--- config.mk ---
export PLATFORM = sky130hd
export DESIGN_NAME = pg_retention_ctrl
export DESIGN_NICKNAME = d
export VERILOG_FILES = /design/src/rtl/pg_retention_ctrl_pkg.sv /design/src/rtl/pg_retention_ctrl_ret_mem.sv /design/src/rtl/pg_retention_ctrl.sv
export SDC_FILE = /design/constraint.sdc
export NUM_CORES = 1
export LEC_CHECK = 0
export BUFFER_PORTS_ARGS = -buffer_cell sky130_fd_sc_hd__buf_2
export CAP_MARGIN = 20
export CORE_MARGIN = 1.5
export CORE_UTILIZATION = 50
export CTS_BUF_LIST = sky130_fd_sc_hd__clkbuf_4 sky130_fd_sc_hd__clkbuf_8
export DETAILED_ROUTE_END_ITERATION = 8
export PLACE_DENSITY = 0.66
export SYNTH_ARGS = -nofsm -noshare
export SYNTH_HDL_FRONTEND = slang
export SYNTH_SLANG_ARGS = --single-unit
--- constraint.sdc ---
create_clock -name cpu_clk -period 3.3 [get_ports cpu_clk]
set_clock_uncertainty 0.2 [all_clocks]
set_input_delay 0.66 -clock cpu_clk [delete_from_list [all_inputs] [get_ports cpu_clk]]
set_output_delay 0.66 -clock cpu_clk [all_outputs]
set_load 0.005 [all_outputs]
--- src/rtl/pg_retention_ctrl_pkg.sv ---
// Shared definitions for the deep-sleep state-retention responder.
package pg_retention_ctrl_pkg;

  localparam int RET_NUM_WORDS = 32;

  typedef enum logic [2:0] {
    ST_IDLE       = 3'd0,
    ST_SAVE_RD    = 3'd1,
    ST_SAVE_DRAIN = 3'd2,
    ST_DONE_S     = 3'd3,
    ST_RESTORE_WR = 3'd4,
    ST_DONE_R     = 3'd5
  } state_e;

endpackage

--- src/rtl/pg_retention_ctrl_ret_mem.sv ---
// Always-on retention array: one synchronous write port, one combinational read port.
module ret_mem #(
  parameter int NUM_WORDS = 32,
  parameter int DATA_W    = 32,
  parameter int ADDR_W    = $clog2(NUM_WORDS)
) (
  input  logic              clk,
  input  logic              we,
  input  logic [ADDR_W-1:0] waddr,
  input  logic [DATA_W-1:0] wdata,
  input  logic [ADDR_W-1:0] raddr,
  output logic [DATA_W-1:0] rdata
);

  // Not reset: the controller's ret_valid flag qualifies the contents.
  logic [DATA_W-1:0] mem_q [NUM_WORDS];

  always_ff @(posedge clk) begin
    if (we) begin
      mem_q[waddr] <= wdata;
    end
  end

  assign rdata = mem_q[raddr];

endmodule

--- src/rtl/pg_retention_ctrl.sv ---
// Saves the power-gated domain's state words into an always-on array on a save
// request and writes them back on a restore request.
module pg_retention_ctrl
  import pg_retention_ctrl_pkg::*;
#(
  parameter int NUM_WORDS = RET_NUM_WORDS,
  parameter int DATA_W    = 32,
  parameter int ADDR_W    = $clog2(NUM_WORDS)
) (
  input  logic              cpu_clk,
  input  logic              cpu_rst,
  input  logic              save,
  input  logic              restore,
  output logic              st_rd_en,
  output logic [ADDR_W-1:0] st_rd_addr,
  input  logic [DATA_W-1:0] st_rd_data,
  output logic              st_wr_en,
  output logic [ADDR_W-1:0] st_wr_addr,
  output logic [DATA_W-1:0] st_wr_data,
  output logic              ret_valid,
  output logic              busy,
  output logic              save_done,
  output logic              restore_done,
  output logic              ret_err
);

  localparam logic [ADDR_W-1:0] LAST = ADDR_W'(NUM_WORDS - 1);

  state_e            state_q, state_d;
  logic [ADDR_W-1:0] cnt_q, cnt_d;
  logic              ret_valid_q, ret_valid_d;
  logic              ret_err_q, ret_err_d;
  logic              save_q, restore_q;
  logic              rd_en_q;
  logic [ADDR_W-1:0] addr_q;
  logic [DATA_W-1:0] mem_rdata;
  logic              save_rise, save_fall, restore_rise;

  assign save_rise    = save & ~save_q;
  assign save_fall    = ~save & save_q;
  assign restore_rise = restore & ~restore_q;

  always_comb begin
    state_d     = state_q;
    cnt_d       = cnt_q;
    ret_valid_d = ret_valid_q;
    ret_err_d   = 1'b0;
    case (state_q)
      ST_IDLE: begin
        cnt_d = '0;
        // Save takes priority when both requests rise together.
        if (save_rise) begin
          ret_valid_d = 1'b0;
          state_d     = ST_SAVE_RD;
        end else if (restore_rise) begin
          if (ret_valid_q) begin
            state_d = ST_RESTORE_WR;
          end else begin
            ret_err_d = 1'b1;
          end
        end
      end
      ST_SAVE_RD: begin
        if (save_fall) begin
          state_d = ST_IDLE;
          cnt_d   = '0;
        end else if (cnt_q == LAST) begin
          state_d = ST_SAVE_DRAIN;
          cnt_d   = '0;
        end else begin
          cnt_d = cnt_q + 1'b1;
        end
      end
      ST_SAVE_DRAIN: begin
        if (save_fall) begin
          state_d = ST_IDLE;
        end else begin
          state_d     = ST_DONE_S;
          ret_valid_d = 1'b1;
        end
      end
      ST_DONE_S: state_d = ST_IDLE;
      ST_RESTORE_WR: begin
        if (cnt_q == LAST) begin
          state_d = ST_DONE_R;
          cnt_d   = '0;
        end else begin
          cnt_d = cnt_q + 1'b1;
        end
      end
      ST_DONE_R: state_d = ST_IDLE;
      default: begin
        state_d = ST_IDLE;
        cnt_d   = '0;
      end
    endcase
  end

  always_comb begin
    st_rd_en     = 1'b0;
    st_rd_addr   = '0;
    st_wr_en     = 1'b0;
    st_wr_addr   = '0;
    st_wr_data   = '0;
    save_done    = 1'b0;
    restore_done = 1'b0;
    busy         = (state_q != ST_IDLE);
    ret_valid    = ret_valid_q;
    ret_err      = ret_err_q;
    case (state_q)
      ST_SAVE_RD: begin
        st_rd_en   = 1'b1;
        st_rd_addr = cnt_q;
      end
      ST_RESTORE_WR: begin
        st_wr_en   = 1'b1;
        st_wr_addr = cnt_q;
        st_wr_data = mem_rdata;
      end
      ST_DONE_S: save_done    = 1'b1;
      ST_DONE_R: restore_done = 1'b1;
      default: ;
    endcase
  end

  always_ff @(posedge cpu_clk) begin
    if (cpu_rst) begin
      state_q     <= ST_IDLE;
      cnt_q       <= '0;
      ret_valid_q <= 1'b0;
      ret_err_q   <= 1'b0;
      save_q      <= 1'b0;
      restore_q   <= 1'b0;
      rd_en_q     <= 1'b0;
    end else begin
      state_q     <= state_d;
      cnt_q       <= cnt_d;
      ret_valid_q <= ret_valid_d;
      ret_err_q   <= ret_err_d;
      save_q      <= save;
      restore_q   <= restore;
      rd_en_q     <= st_rd_en;
    end
  end

  // Read data returns one cycle after the strobe, so the address is delayed to match.
  always_ff @(posedge cpu_clk) begin
    addr_q <= st_rd_addr;
  end

  ret_mem #(
    .NUM_WORDS (NUM_WORDS),
    .DATA_W    (DATA_W),
    .ADDR_W    (ADDR_W)
  ) u_ret_mem (
    .clk   (cpu_clk),
    .we    (rd_en_q),
    .waddr (addr_q),
    .wdata (st_rd_data),
    .raddr (cnt_q),
    .rdata (mem_rdata)
  );

endmodule

==> flow_metrics.py <==
metrics = {
    "detailed_routing": {
        "drc": 0,
        "drt_wl_total_mm": 102,
        "viasPerCell": 6.18,
        "drtPass1Iterations": 5,
        "wl_per_cell_um": 31.0,
        "num_vias": 20272,
        "ant_nets": 0,
        "drt_iter0_drc": 2203,
    },
    "global_route": {
        "grt_pass1_wl_mm": 145,
        "grt_pass1_vias": 20877,
        "grt_usage_pct": 25.1,
        "grt_max_degree": 50,
        "antenna_found_initial": 5,
        "grt-ovfl-total": 0,
    },
    "placed_design": {
        "portBuffers": 84,
        "post-place-ws_ns": 0.00263,
        "placed_cell_area_sq_mm": 0.0430,
        "dp_hpwl_mm": 53.1,
        "place.gp.congestion": 0.788,
    },
    "timing": {
        "fin_ws_ns": -0.533,
        "grt_setup_unrepaired": "yes",
        "setup_tns_ns": -14.54,
        "layout_min_cycle_time_ns": 3.83,
        "hold_violations": 0,
        "finalCritPeriodShare_pct": 116,
        "setup-violations-final": 32,
        "holdWs_ns": 0.155,
        "worstMarginPinSlew_ns": 0.802,
        "max_freq_mhz": 261,
        "drv_slew": 0,
        "timing.slew.headroom_pct": 46.6,
    },
    "synth": {
        "synth_seq_cells": 1047,
        "seq_area_frac_synth_pct": 77.7,
        "yosysWarnings": 0,
        "postSynthAreaPerCell_sq_um": 22.8,
        "synth_area_leaders": "edfxtp_1 (77%), mux4_2 (14%), mux2i_1 (1.4%)",
        "synth_area_sq_mm": 0.0402,
        "synth_area_leader_cell": "edfxtp_1",
        "syn_inst": 1759,
        "yosysTopAreaCellShare_pct": 76.5,
        "synth_cell_type_count": 45,
        "synth_nets": 1797,
    },
    "final_layout": {
        "drive_gt1_share_pct": 42.2,
        "design_area_sq_mm": 0.0478,
        "area_delta_synth_final_pct": 18.8,
        "nets": 2148,
    },
    "power_and_ir_drop": {
        "internal-power_w": 0.0224,
        "p_per_area_mw_per_mm2": 623,
        "p_clk_share_pct": 34.6,
        "p_total_w": 0.0298,
        "power_leakage_nw": 15.0,
        "power_frac_seq_pct": 49.6,
        "p_comb_share_pct": 15.8,
        "swShare_pct": 24.8,
        "peakVddDrop_mv": 0.470,
        "p_sw_w": 0.00739,
    },
    "worst_setup_path": {
        "r2r_cells": 3,
        "rrSetupSlack_ns": 0.80,
        "worstSetupPathType": "register to output port",
        "cp.required_ns": 2.44,
        "endpoint_kind": "output port",
        "worst-path-max-fanout": 5,
        "r2r-start": "addr_q[0]",
        "cp.arrival_ns": 2.97,
        "startpoint_type": "register",
        "reg2reg_to": "u_ret_mem.mem_q[30][21]",
    },
    "clock_network": {
        "root_buffer": "clkbuf_8",
        "cts_buffers": 163,
        "clk_pin_slew_ns": 0.06,
        "clk_path_buf_depth": 3,
        "htreeDepth": 4,
        "clkSinkCount": 1047,
        "cts_tree": "built",
        "clk_latency_ns": 0.80,
    },
    "floorplan": {
        "rows": 103,
        "die_h_um": 287,
        "dieArea_sq_mm": 0.0821,
        "start_util_pct": 50.7,
        "core_area_sq_mm": 0.0793,
        "io_pins": 85,
        "dieWidth_um": 287,
    },
    "run_status": {
        "violations": "negative setup slack",
        "outcome": "finished, violations left",
    },
    "worst_hold_path": {
        "worstHoldStart": "st_rd_data[27]",
        "min_path_cells": 1,
        "hold_end": "u_ret_mem.mem_q[20][27]",
        "hp-class": "primary input to register",
    },
    "job": {
        "cap_violations": 0,
    },
}
-- cell usage after synthesis, drive strengths merged --
library cell,number
ha,2
nand4,1
nor2b,8
dfxtp,23
nor4,2
mux2i,57
nor3b,1
nor4b,1
a22o,8
nand3,2
xor2,2
nand2,5
o21ai,34
a22oi,1
or2,2
or3b,3
clkbuf,38
or3,1
a2bb2oi,1
mux2,40
inv,5
a31oi,1
edfxtp,1024
a31o,1
a21o,1
a211oi,1
xnor2,2
and3b,1
buf,61
nor2,70
nand3b,5
o2111ai,1
and2,7
o31ai,1
and3,7
a21oi,33
nand2b,2
mux4,256
a221oi,44
nor3,4
-- sequential cells by signal, indices dropped and copies added, names as in the netlist, named ones only --
name / flops
save_q: 1
ret_valid: 1
state_q: 3
restore_q: 1
u_ret_mem.mem_q: 1024
addr_q: 5
cnt_q: 5
ret_err: 1
rd_en_q: 1
-- power by group through the flow --
stage | registers (W) | logic, W | clock network (W)
after floorplan | 0.0150 | 0.00249 | 0
after global placement | 0.0151 | 0.00378 | 0
after detailed placement | 0.0151 | 0.00383 | 0
after CTS | 0.0148 | 0.00462 | 0.0105
after global routing | 0.0148 | 0.00498 | 0.0111
final | 0.0148 | 0.00469 | 0.0103
-- cell type report --
type / count / area (sq um)
sequential: 1047 / 31200
tap: 1050 / 1310
antenna: 3 / 7.51
timing repair buffer: 284 / 3030
clock inverter: 71 / 418
clock buffer: 211 / 2620
fill: 5528 / 31500
multi-input combinational: 609 / 9120
inverter: 5 / 18.8
-- metal layers --
| metal | wire length (um) | GRT usage [%] | vias to the layer above |
|---|---|---|---|
| li1 | - | - | 8212 |
| met1 | 41200 | 35.1 | 10887 |
| met2 | 48500 | 39.0 | 1011 |
| met3 | 9350 | 6.33 | 158 |
| met4 | 2400 | 8.49 | 4 |
| met5 | 58 | 0.523 | - |
-- critical path: stages (launching register included) --
cell,delay (ns)
dfxtp_4,0.38
buf_6,0.15
buf_4,0.23
buf_16,0.16
mux4_2,0.50
mux2_2,0.27
o21ai_0,0.14
a221oi_1,0.07
buf_4,0.17
buf_2,0.12
-- how the worst max path moves through the flow --
stage	cells past startpoint	slack (ns)	to
floorplan	3	0.34	u_ret_mem.mem_q[28][0]
finish	9	-0.53	st_wr_data[11]
CTS	9	-0.59	st_wr_data[29]
global placement	8	0.006	st_wr_data[2]
global route	11	-0.63	st_wr_data[17]
detailed placement	7	0.003	st_wr_data[27]
-- through the flow --
stage               utilization (%)  cells
detailed placement             54.2   2913
floorplan                         -   1759
global placement               54.2   2913
global route                   60.3   3280
CTS                            60.0   3267
finish                         60.3   3280
-- repair_timing --
action                     CTS  global route
cloned                      18             2
hold endpoints to repair     8             0
setup endpoints to repair   32            33
hold buffers                 5             0
pin swaps                   32            24
gates resized for setup    133            51
buffers inserted            53            19
-- kinds of logic after synthesis --
group	count (synthesis)	synth area share, %
xor gates and xnor gates	4	0.0872
and+or+nand+nor	122	1.46
buffers and inverters	104	1.55
DFF	1047	77.7
adders and majority gates	2	0.0623
AOI/OAI and AO/OA	127	2.29
muxes	353	16.9
-- placed cells by master, fill, tap and decap left out, drive strengths merged, types with 23 or more instances in the layout --
master,instances
edfxtp,1024
buf,274
mux4,256
clkbuf,213
nor2,71
mux2i,57
clkinv,56
a221oi,44
mux2,40
o21ai,34
a21oi,33
dfxtp,23
Power figures use the tool's default switching activity.
